[src/rtl/pe_operand_sequencer_pkg.sv]
// ---------------------------------------------------------------------------
// pe_seq_pkg
// Shared definitions for the PE operand sequencer slice.
//   seq_state_t    : sequencer FSM state (2-bit enum)
//   PE_PIPE_DEPTH  : stage count of the multiply-accumulate PE being driven
//   START_OFFSET   : cycles from a job's first PE beat to its start pulse
// ---------------------------------------------------------------------------
package pe_seq_pkg;

  typedef enum logic [1:0] {
    IDLE  = 2'd0,
    ISSUE = 2'd1,
    WAIT  = 2'd2,
    DONE  = 2'd3
  } seq_state_t;

  localparam int PE_PIPE_DEPTH = 3;

  // The PE samples start unregistered in its accumulate stage, which sits
  // two cycles behind the operand beat, so start trails the first beat by 2.
  localparam int START_OFFSET = 2;

endpackage

[src/rtl/pe_operand_sequencer_if.sv]
// ---------------------------------------------------------------------------
// pe_operand_sequencer_if
// Bundles the command handshake, both operand memory read ports, the PE
// beat stream and the result port of one sequencer.
//   master : the sequencer side (drives ready, read strobes, PE beats, result)
//   slave  : the environment side (controller, memories, PE)
// ---------------------------------------------------------------------------
interface pe_operand_sequencer_if #(
  parameter int DATA_WIDTH = 32,
  parameter int ADDR_WIDTH = 10,
  parameter int LEN_WIDTH  = 8
);

  logic                    cmd_valid;
  logic                    cmd_ready;
  logic [LEN_WIDTH-1:0]    cmd_len;
  logic [ADDR_WIDTH-1:0]   cmd_a_base;
  logic [ADDR_WIDTH-1:0]   cmd_b_base;
  logic [ADDR_WIDTH-1:0]   cmd_b_stride;

  logic                    a_rd_en;
  logic                    b_rd_en;
  logic [ADDR_WIDTH-1:0]   a_rd_addr;
  logic [ADDR_WIDTH-1:0]   b_rd_addr;
  logic [DATA_WIDTH-1:0]   a_rd_data;
  logic [DATA_WIDTH-1:0]   b_rd_data;

  logic                    pe_valid_in;
  logic                    pe_start;
  logic                    pe_last;
  logic [DATA_WIDTH-1:0]   pe_a;
  logic [DATA_WIDTH-1:0]   pe_b;
  logic [2*DATA_WIDTH-1:0] pe_c;
  logic                    pe_output_valid;

  logic [2*DATA_WIDTH-1:0] result;
  logic                    result_valid;

  modport master (
    input  cmd_valid, cmd_len, cmd_a_base, cmd_b_base, cmd_b_stride,
    input  a_rd_data, b_rd_data, pe_c, pe_output_valid,
    output cmd_ready, a_rd_en, b_rd_en, a_rd_addr, b_rd_addr,
    output pe_valid_in, pe_start, pe_last, pe_a, pe_b,
    output result, result_valid
  );

  modport slave (
    output cmd_valid, cmd_len, cmd_a_base, cmd_b_base, cmd_b_stride,
    output a_rd_data, b_rd_data, pe_c, pe_output_valid,
    input  cmd_ready, a_rd_en, b_rd_en, a_rd_addr, b_rd_addr,
    input  pe_valid_in, pe_start, pe_last, pe_a, pe_b,
    input  result, result_valid
  );

endinterface

[src/rtl/pe_operand_sequencer_addr_gen.sv]
// ---------------------------------------------------------------------------
// pe_seq_addr_gen
// Strided address generator: load captures a base and a stride, each step
// adds the stride to the current address (wrapping modulo 2^ADDR_WIDTH).
//   i_clk, i_clr : clock, synchronous active-high reset
//   i_load       : capture i_base / i_stride
//   i_base       : first address
//   i_stride     : per-step increment
//   i_step       : advance to the next address
//   o_addr       : current address
// ---------------------------------------------------------------------------
module pe_seq_addr_gen #(
  parameter int ADDR_WIDTH = 10
) (
  input  logic                  i_clk,
  input  logic                  i_clr,
  input  logic                  i_load,
  input  logic [ADDR_WIDTH-1:0] i_base,
  input  logic [ADDR_WIDTH-1:0] i_stride,
  input  logic                  i_step,
  output logic [ADDR_WIDTH-1:0] o_addr
);

  logic [ADDR_WIDTH-1:0] r_addr;
  logic [ADDR_WIDTH-1:0] r_stride;

  // Running-sum address register. A load and a step never coincide because
  // the sequencer only loads while idle and only steps while issuing; load
  // is still given priority so a fresh job always starts at its base.
  always_ff @(posedge i_clk) begin
    if (i_clr) begin
      r_addr   <= '0;
      r_stride <= '0;
    end else if (i_load) begin
      r_addr   <= i_base;
      r_stride <= i_stride;
    end else if (i_step) begin
      r_addr   <= r_addr + r_stride;
    end
  end

  assign o_addr = r_addr;

endmodule

[src/rtl/pe_operand_sequencer.sv]
// ---------------------------------------------------------------------------
// pe_operand_sequencer
// Runs one dot-product job through a three-stage multiply-accumulate PE:
// reads N operand pairs from the A/B memories, streams them to the PE with
// valid/last/start aligned to the PE pipeline, and captures the PE result.
//   i_clk  : clock, rising edge
//   i_clr  : synchronous active-high reset
//   io_bus : master side of pe_operand_sequencer_if (command handshake,
//            A/B memory read ports, PE beat stream, result/result_valid)
// ---------------------------------------------------------------------------
module pe_operand_sequencer
  import pe_seq_pkg::*;
#(
  parameter int DATA_WIDTH = 32,
  parameter int ADDR_WIDTH = 10,
  parameter int LEN_WIDTH  = 8
) (
  input  logic                  i_clk,
  input  logic                  i_clr,
  pe_operand_sequencer_if.master io_bus
);

  // One cycle from accept to first read, one from read to beat, then
  // START_OFFSET more from the first beat to the start pulse.
  localparam int START_PIPE_LEN = START_OFFSET + 2;

  seq_state_t              r_state;
  logic [LEN_WIDTH-1:0]    r_remaining;
  logic                    r_cmdReady;
  logic                    r_rdEn;
  logic                    r_peValid;
  logic                    r_peLast;
  logic [START_PIPE_LEN-1:0] r_startPipe;
  logic [2*DATA_WIDTH-1:0] r_result;
  logic                    r_resultValid;

  logic                    w_accept;
  logic                    w_acceptJob;
  logic                    w_lastIssue;
  logic [ADDR_WIDTH-1:0]   w_aAddr;
  logic [ADDR_WIDTH-1:0]   w_bAddr;

  assign w_accept    = r_cmdReady & io_bus.cmd_valid;
  assign w_acceptJob = w_accept & (io_bus.cmd_len != '0);
  assign w_lastIssue = (r_state == ISSUE) && (r_remaining == LEN_WIDTH'(1));

  // Main job FSM. Ready is registered and only ever high in IDLE, so it is
  // low for the first cycle out of reset and drops the cycle after accept.
  // A zero-length command skips the memories and the PE entirely and
  // reports a zero result straight away.
  always_ff @(posedge i_clk) begin
    if (i_clr) begin
      r_state       <= IDLE;
      r_remaining   <= '0;
      r_cmdReady    <= 1'b0;
      r_rdEn        <= 1'b0;
      r_result      <= '0;
      r_resultValid <= 1'b0;
    end else begin
      r_resultValid <= 1'b0;
      case (r_state)
        IDLE: begin
          if (w_accept) begin
            r_cmdReady <= 1'b0;
            if (io_bus.cmd_len == '0) begin
              r_result      <= '0;
              r_resultValid <= 1'b1;
              r_state       <= DONE;
            end else begin
              r_remaining <= io_bus.cmd_len;
              r_rdEn      <= 1'b1;
              r_state     <= ISSUE;
            end
          end else begin
            r_cmdReady <= 1'b1;
          end
        end
        ISSUE: begin
          r_remaining <= r_remaining - LEN_WIDTH'(1);
          if (w_lastIssue) begin
            r_rdEn  <= 1'b0;
            r_state <= WAIT;
          end
        end
        WAIT: begin
          if (io_bus.pe_output_valid) begin
            r_result      <= io_bus.pe_c;
            r_resultValid <= 1'b1;
            r_state       <= DONE;
          end
        end
        DONE: begin
          r_cmdReady <= 1'b1;
          r_state    <= IDLE;
        end
        default: begin
          r_state <= IDLE;
        end
      endcase
    end
  end

  // PE beat alignment. Memory data arrives one cycle after the read strobe,
  // so valid and last are the strobe and last-issue flag delayed by one.
  // The start pulse is the job accept shifted down a short pipe so it lands
  // START_OFFSET cycles after the first beat, regardless of job length.
  always_ff @(posedge i_clk) begin
    if (i_clr) begin
      r_peValid   <= 1'b0;
      r_peLast    <= 1'b0;
      r_startPipe <= '0;
    end else begin
      r_peValid   <= r_rdEn;
      r_peLast    <= w_lastIssue;
      r_startPipe <= {r_startPipe[START_PIPE_LEN-2:0], w_acceptJob};
    end
  end

  pe_seq_addr_gen #(.ADDR_WIDTH(ADDR_WIDTH)) u_aAddrGen (
    .i_clk    (i_clk),
    .i_clr    (i_clr),
    .i_load   (w_acceptJob),
    .i_base   (io_bus.cmd_a_base),
    .i_stride (ADDR_WIDTH'(1)),
    .i_step   (r_rdEn),
    .o_addr   (w_aAddr)
  );

  pe_seq_addr_gen #(.ADDR_WIDTH(ADDR_WIDTH)) u_bAddrGen (
    .i_clk    (i_clk),
    .i_clr    (i_clr),
    .i_load   (w_acceptJob),
    .i_base   (io_bus.cmd_b_base),
    .i_stride (io_bus.cmd_b_stride),
    .i_step   (r_rdEn),
    .o_addr   (w_bAddr)
  );

  assign io_bus.cmd_ready    = r_cmdReady;
  assign io_bus.a_rd_en      = r_rdEn;
  assign io_bus.b_rd_en      = r_rdEn;
  assign io_bus.a_rd_addr    = w_aAddr;
  assign io_bus.b_rd_addr    = w_bAddr;
  assign io_bus.pe_valid_in  = r_peValid;
  assign io_bus.pe_last      = r_peLast;
  assign io_bus.pe_start     = r_startPipe[START_PIPE_LEN-1];
  assign io_bus.pe_a         = io_bus.a_rd_data;
  assign io_bus.pe_b         = io_bus.b_rd_data;
  assign io_bus.result       = r_result;
  assign io_bus.result_valid = r_resultValid;

endmodule

[src/flat_wrapper.sv]
// flat-port wrapper written by rule: the top's interface ports become plain ports
module pe_operand_sequencer_flat import pe_seq_pkg::*;
#(
  parameter int DATA_WIDTH = 32,
  parameter int ADDR_WIDTH = 10,
  parameter int LEN_WIDTH  = 8
)
  (i_clk, i_clr, io_bus_cmd_valid, io_bus_cmd_len, io_bus_cmd_a_base, io_bus_cmd_b_base, io_bus_cmd_b_stride, io_bus_a_rd_data, io_bus_b_rd_data, io_bus_pe_c, io_bus_pe_output_valid, io_bus_cmd_ready, io_bus_a_rd_en, io_bus_b_rd_en, io_bus_a_rd_addr, io_bus_b_rd_addr, io_bus_pe_valid_in, io_bus_pe_start, io_bus_pe_last, io_bus_pe_a, io_bus_pe_b, io_bus_result, io_bus_result_valid);
  pe_operand_sequencer_if #(.DATA_WIDTH(DATA_WIDTH), .ADDR_WIDTH(ADDR_WIDTH), .LEN_WIDTH(LEN_WIDTH)) io_bus_i ();
  input  logic i_clk;
  input  logic i_clr;
  input wire logic [$bits(io_bus_i.cmd_valid)-1:0] io_bus_cmd_valid;
  input wire logic [$bits(io_bus_i.cmd_len)-1:0] io_bus_cmd_len;
  input wire logic [$bits(io_bus_i.cmd_a_base)-1:0] io_bus_cmd_a_base;
  input wire logic [$bits(io_bus_i.cmd_b_base)-1:0] io_bus_cmd_b_base;
  input wire logic [$bits(io_bus_i.cmd_b_stride)-1:0] io_bus_cmd_b_stride;
  input wire logic [$bits(io_bus_i.a_rd_data)-1:0] io_bus_a_rd_data;
  input wire logic [$bits(io_bus_i.b_rd_data)-1:0] io_bus_b_rd_data;
  input wire logic [$bits(io_bus_i.pe_c)-1:0] io_bus_pe_c;
  input wire logic [$bits(io_bus_i.pe_output_valid)-1:0] io_bus_pe_output_valid;
  output wire logic [$bits(io_bus_i.cmd_ready)-1:0] io_bus_cmd_ready;
  output wire logic [$bits(io_bus_i.a_rd_en)-1:0] io_bus_a_rd_en;
  output wire logic [$bits(io_bus_i.b_rd_en)-1:0] io_bus_b_rd_en;
  output wire logic [$bits(io_bus_i.a_rd_addr)-1:0] io_bus_a_rd_addr;
  output wire logic [$bits(io_bus_i.b_rd_addr)-1:0] io_bus_b_rd_addr;
  output wire logic [$bits(io_bus_i.pe_valid_in)-1:0] io_bus_pe_valid_in;
  output wire logic [$bits(io_bus_i.pe_start)-1:0] io_bus_pe_start;
  output wire logic [$bits(io_bus_i.pe_last)-1:0] io_bus_pe_last;
  output wire logic [$bits(io_bus_i.pe_a)-1:0] io_bus_pe_a;
  output wire logic [$bits(io_bus_i.pe_b)-1:0] io_bus_pe_b;
  output wire logic [$bits(io_bus_i.result)-1:0] io_bus_result;
  output wire logic [$bits(io_bus_i.result_valid)-1:0] io_bus_result_valid;
  assign io_bus_i.cmd_valid = io_bus_cmd_valid;
  assign io_bus_i.cmd_len = io_bus_cmd_len;
  assign io_bus_i.cmd_a_base = io_bus_cmd_a_base;
  assign io_bus_i.cmd_b_base = io_bus_cmd_b_base;
  assign io_bus_i.cmd_b_stride = io_bus_cmd_b_stride;
  assign io_bus_i.a_rd_data = io_bus_a_rd_data;
  assign io_bus_i.b_rd_data = io_bus_b_rd_data;
  assign io_bus_i.pe_c = io_bus_pe_c;
  assign io_bus_i.pe_output_valid = io_bus_pe_output_valid;
  assign io_bus_cmd_ready = io_bus_i.cmd_ready;
  assign io_bus_a_rd_en = io_bus_i.a_rd_en;
  assign io_bus_b_rd_en = io_bus_i.b_rd_en;
  assign io_bus_a_rd_addr = io_bus_i.a_rd_addr;
  assign io_bus_b_rd_addr = io_bus_i.b_rd_addr;
  assign io_bus_pe_valid_in = io_bus_i.pe_valid_in;
  assign io_bus_pe_start = io_bus_i.pe_start;
  assign io_bus_pe_last = io_bus_i.pe_last;
  assign io_bus_pe_a = io_bus_i.pe_a;
  assign io_bus_pe_b = io_bus_i.pe_b;
  assign io_bus_result = io_bus_i.result;
  assign io_bus_result_valid = io_bus_i.result_valid;
  pe_operand_sequencer #(.DATA_WIDTH(DATA_WIDTH), .ADDR_WIDTH(ADDR_WIDTH), .LEN_WIDTH(LEN_WIDTH)) u_core (.i_clk(i_clk), .i_clr(i_clr), .io_bus(io_bus_i));
endmodule
[config.mk]
export PLATFORM = sky130hd
export DESIGN_NAME = pe_operand_sequencer_flat
export DESIGN_NICKNAME = d
export VERILOG_FILES = /design/src/rtl/pe_operand_sequencer_pkg.sv /design/src/rtl/pe_operand_sequencer_if.sv /design/src/rtl/pe_operand_sequencer_addr_gen.sv /design/src/rtl/pe_operand_sequencer.sv /design/src/flat_wrapper.sv
export SDC_FILE = /design/constraint.sdc
export NUM_CORES = 1
export LEC_CHECK = 0
export ABC_AREA = 1
export BUFFER_PORTS_ARGS = -buffer_cell sky130_fd_sc_hd__buf_2
export CORE_AREA = 2 2 125 127
export CTS_BUF_LIST = sky130_fd_sc_hd__clkbuf_2
export DETAILED_ROUTE_END_ITERATION = 8
export DIE_AREA = 0 0 127 129
export GPL_TIMING_DRIVEN = 0
export PLACE_DENSITY = 0.86
export REMOVE_ABC_BUFFERS = 1
export SYNTH_ARGS = -nofsm -noshare
export SYNTH_HDL_FRONTEND = slang
export SYNTH_HIERARCHICAL = 1
export SYNTH_SLANG_ARGS = --single-unit
[constraint.sdc]
create_clock -name i_clk -period 4.6 [get_ports i_clk]
set_input_delay 0.69 -clock i_clk [delete_from_list [all_inputs] [get_ports i_clk]]
set_output_delay 0.69 -clock i_clk [all_outputs]
set_load 0.005 [all_outputs]
Word-level counts from Yosys, hierarchy flattened --
Index checks and enable logic that the tools add are counted.
Cells by class: add/subtract/negate cells 3, bitwise operators 2, reductions and logical operators 12, equal/unequal tests 9, muxes and demuxes 26
Operators with widths (number):
- $mux 64 | 3
- $pmux 64 s2 | 1
- $mux 10 | 4
- $mux 8 | 2
- $pmux 8 s2 | 1
- $add 10x1->10 | 1
- $add 10x10->10 | 1
- $eq 8x1->1 const B | 1
- $logic_not 8->1 | 1
- $mux 2 | 4
- $pmux 2 s4 | 1
- $reduce_and 4->1 | 2
- $reduce_bool 2->1 | 4
- $reduce_bool 8->1 | 1
- $sub 8x1->8 const B | 1
- $mux 1 | 7
- $ne 2x1->1 const B | 3
- $pmux 1 s2 | 3
- $reduce_and 3->1 | 2
- $eq 2x2->1 const B | 2
- $ne 2x2->1 const B | 2
- $and 1x1->1 | 2
- $eq 2x1->1 const B | 1
- $logic_not 2->1 | 1
- $logic_and 1x1->1 | 1
Storage, ports and cells: bits in registers 114

Logic depth before layout (Yosys ltp) --
depth after elaboration 4, gate-level depth with buffers 10, depth with buffers taken out 10

By module --
Netlist, hierarchy kept.
By module, submodules not included:
- pe_operand_sequencer | sequential area each 1661.6 µm², times used 1, area each 4476.8 µm², cells an instance 665
- pe_seq_addr_gen (u_core.u_bAddrGen) | sequential area each 400.4 µm², times used 1, area each 1253.7 µm², cells an instance 173
- pe_seq_addr_gen (u_core.u_aAddrGen) | sequential area each 400.4 µm², times used 1, area each 1232.4 µm², cells an instance 176

Worst setup path before layout --
No wires, ideal clock.
kind input port to flip-flop, start point in io_bus_cmd_len[2], end point reg u_core.u_bAddrGen.r_addr[6], in the netlist u_core/u_bAddrGen/o_addr[6], library setup time 0.066 ns, data required time 4.534 ns, path slack 2.584 ns, data arrival time 1.950 ns, stages on the path 8, buffers on the path 2, path through nor2_1 > nand2_1 > nor2_1 > nor2_1 > buf_2 > buf_2 > a22oi_1 > a21oi_2
Between the ends: word-level cells in the longest chain between the ends 3, elaborated cells between the ends (all ways) 4, classes of those cells 1 x mux; 1 x bitwise; 2 x reduce/logical
Ends and longest elaborated chain:
- start: declaration | line flat_wrapper.sv:13 | input wire logic [$bits(io_bus_i.cmd_len)-1:0] io_bus_cmd_len;
- $reduce_bool 8->1 * | line pe_operand_sequencer.sv:44 | assign w_acceptJob = w_accept & (io_bus.cmd_len != '0);
- $and 1x1->1 * | line pe_operand_sequencer.sv:44
- via u_core.w_acceptJob | line pe_operand_sequencer.sv:38 | logic w_acceptJob;
- $mux 10 / $reduce_bool 2->1 (equally long branches)
- end signal: assignment | line pe_operand_sequencer_addr_gen.sv:35 | r_addr <= i_base;
- end signal: assignment | line pe_operand_sequencer_addr_gen.sv:38 | r_addr <= r_addr + r_stride;
- end: declaration | line pe_operand_sequencer_addr_gen.sv:24 | logic [ADDR_WIDTH-1:0] r_addr;
The timed path passes the listed nets; every way through them passes the cells marked *. A chain may end at the register's enable or synchronous reset.

Final worst setup path --
start point reg u_core.r_state[0], end point reg u_core.r_result[56], in the netlist u_core/io_bus.result[56]
Between the ends: word-level cells in the longest chain between the ends 3, elaborated cells between the ends (all ways) 8, classes of those cells 4 x eq/ne; 1 x mux; 3 x reduce/logical
Ends and longest elaborated chain:
- start: declaration | line pe_operand_sequencer.sv:27 | seq_state_t r_state;
- start signal: assignment | line pe_operand_sequencer.sv:53 | r_state <= IDLE;
- start signal: assignment | line pe_operand_sequencer.sv:68 | r_state <= DONE;
- start signal: assignment | line pe_operand_sequencer.sv:72 | r_state <= ISSUE;
- $eq 2x2->1 / $logic_not 2->1 (equally long branches) | line pe_operand_sequencer.sv:61 | case (r_state)
- $ne 2x2->1 (no line) (tied with other cells)
- $reduce_and 4->1 (no line)
- end signal: assignment | line pe_operand_sequencer.sv:87 | r_result <= io_bus.pe_c;
- end: declaration | line pe_operand_sequencer.sv:34 | logic [2*DATA_WIDTH-1:0] r_result;
Parallel ways exist; a longest one is shown, timed or not.

==> results by group <==
Outcome
  • Status: finished, final reports clean

Hold path
  • Hold WC Path Type: in2reg

Synth
  • Unique cell type count in the Yosys netlist: 39
  • Post-synth EDFFs: 0
  • Mapped Cells: ~1000
  • Seq/Total Area, Yosys: 35.4%
  • Synth Cell Area: around 0.0070 sq mm
  • #FFs+latches synth: 123
  • Synth Flop Type: dfxtp_1
  • Async S/R FF share, synth: 0%
  • Synthesis Warnings: 6
  • Mean post-synth cell area: a little under 7 sq um

Clock tree
  • Cts bufs inserted: 17
  • Clock Sinks: 123
  • Post-CTS Resized: 0
  • H-tree Lvls: 4
  • Max Buffers Root-to-Sink: 2
  • Hold_buf cts: 0
  • CTS clk-pin slew, worst paths: 0.18 ns
  • CTS tree: done
  • Post-CTS setup buffer count: 0
  • Root buf cell: clkbuf_2
  • Worst-Skew Late Latency: roughly 0.71 ns

Floorplanning
  • # IOs: 325
  • Initial Util: between 40% and 50%
  • Die extent in x: 127 microns
  • Total Die Area: 0.0164 sq mm
  • Rows: 45
  • Chip height: 129 microns
  • Core ar.: 0.0150 sq mm

Global routing
  • All-Layer GR Usage: 25.5%
  • Vias in the first global route: 6126
  • Global-route wire length before repair: 32100 microns
  • Remaining global-route overflow: 0
  • Largest net degree at the start of global routing: 57
  • Initial antenna violation count: 2

Power
  • Leak pwr: 3.89 nW
  • Tot Pwr: 4.71 mW
  • Maximum vdd drop: 0.441 mV
  • Power per Cell Area: about 600 mW/mm^2

STA
  • Fraction of the cycle the final worst path needs: 60.3%
  • Least-Margin Pin Slew: 0.900 ns
  • Period minus WS final: 2.78 ns
  • Fin. Hold Viols: 0
  • # setup viols final: 0
  • Max-slew violation count: 0
  • Slew margin rel.: between 30% and 40%
  • Max Fclk: around 360 MHz
  • Worst clock skew: 0.0194 ns
  • RSZ-0062 raised after global routing: false

Worst setup path
  • Setup CP Type: reg2reg
  • CP max stage cell: a21oi_4
  • Worst-path maximum fanout: 33
  • Setup crit end kind: register
  • Worst path max stage delay: 0.74 ns
  • Worst Path Arrival: 3.40 ns
  • Required @ worst endpoint: 5.22 ns
  • Startpoint types: register
  • CP cell instances: inv_1 > ha_2 > inv_2 > a21oi_4 > buf_12 > buf_16 > nand3_1 > nand2_1 > nor2_1

Drt
  • Post-route antenna net violation count: 0
  • 1st-iter DRT viols: 421
  • Router iterations before antenna repair: 6
  • WL/cell: 16.1 microns
  • Drt via density: around 5.2
  • DRC violations left: 0
  • DR vias: between 6000 and 7000
  • Routed WL: approximately 21000 microns

Finish
  • Most common cell after layout, fill and taps aside: nand2_1
  • Layout overhead on the synthesized area: 12.5%
  • Area of the multi-input gates: 0.00354 sq mm
  • Register area: 0.00246 sq mm
  • Nets: 1323
  • Fillers: 1495
  • Core Util, Final: between 50 and 60%
  • Ratio of cells with drive above 1 in the final layout: 23.7%
  • Most frequent cells in the layout: nand2_1, buf_2, nor2_1

Place
  • Detailed Place HPWL: 15800 microns
  • Routability Congestion: 0.885
  • IO Port Bufs: 196

Job
  • Max_cap viols: 0
report_power, final:
part | leakage, nW | internal [mW] | switching [mW] | total, mW
combinational | 2.76 | 0.958 | 1.45 | 2.41
clock | 0.127 | 0.242 | 0.404 | 0.646
sequential | 1.01 | 1.43 | 0.225 | 1.66
total | 3.89 | 2.63 | 2.08 | 4.71
logic make-up (layout without fill, tap and decap cells):
family,Yosys count,after routing,synth area share [%]
simple gates,527,527,32.0
fa+ha+maj,27,27,5.07
xor+xnor,3,3,0.377
other cells,2,12,0.108
buf+inv,176,290,14.7
compound gates,156,156,12.5
flops,123,123,35.4
synthesized netlist by cell type (8+ instances only):
master,n,share of area (%)
buf_4,89,9.6
inv_1,48,2.6
buf_2,13,0.93
clkbuf_1,8,0.43
a21oi_1,86,6.2
dfxtp_1,123,35
ha_1,25,4.5
nand3_1,97,7.0
a22oi_1,15,1.6
a21oi_2,9,1.1
nand2_1,240,13
o21ai_0,33,2.4
nor2_1,159,8.6
sequential cells by signal, indices dropped and copies added (netlist names), 2 cells and up:
name and cells:
u_core/io_bus.result 64, u_core/r_startPipe 4, u_core/u_aAddrGen/r_stride 10, u_core/r_remaining 8, u_core/u_bAddrGen/o_addr 10, u_core/u_aAddrGen/o_addr 10
u_core/u_bAddrGen/r_stride 10, u_core/r_state 2
path summary, 6_finish.rpt:
kind                                                 endpoint              startpoint  cells past startpoint  slack, ns
worst min-delay path            u_core/u_bAddrGen/r_stride[3]  io_bus_cmd_b_stride[3]                      3       0.21
worst max register to register       u_core/io_bus.result[56]       u_core/r_state[0]                      9       1.82
worst min register to register          u_core/r_startPipe[1]   u_core/r_startPipe[0]                      2       0.41
worst max-delay path                 u_core/io_bus.result[56]       u_core/r_state[0]                      9       1.82
final cells by class:
| type | instances | share of cell area [%] |
|---|---|---|
| Clock buffer | 20 | 1.28 |
| Tap cell | 188 | 3.00 |
| Timing Repair Buffer | 205 | 15.1 |
| Antenna cell | 2 | 0.0639 |
| Multi-Input combinational cell | 723 | 45.2 |
| Sequential cell | 123 | 31.4 |
| Clock inverter | 9 | 1.29 |
| Inverter | 56 | 2.68 |
critical path, delay by kind of cell (launching register included):
family                     cells  cell delay [ns]
DFF                            1             0.37
AOI/OAI and AO/OA              1             0.74
and+or+nand+nor                3             0.25
buffers and inverters          4             0.70
adders and majority gates      1             0.62
per-stage QoR:
step	hold slack [ns]	setup TNS [ns]	std cells	instance area (sq um)	setup WS, ns
after floorplan	0.388	-58.80	902	6180	-0.919
after global placement	0.395	-203.78	1286	7400	-3.56
after detailed placement	0.396	0	1295	7630	1.83
after CTS	0.126	0	1324	7830	1.80
after global routing	0.134	0	1325	7830	1.61
final	0.206	0	1326	7840	1.82
routing by layer:
| layer | global-route usage [%] | up-vias | part of all wire (%) |
|---|---|---|---|
| met5 | 7.94 | - | 0.66 |
| met3 | 21.3 | 38 | 17 |
| met1 | 28.1 | 3111 | 39 |
| met2 | 36.4 | 367 | 42 |
| met4 | 7.24 | 4 | 1.5 |
| li1 | - | 3429 | - |
Note: power is estimated with default switching activity, not from simulation.
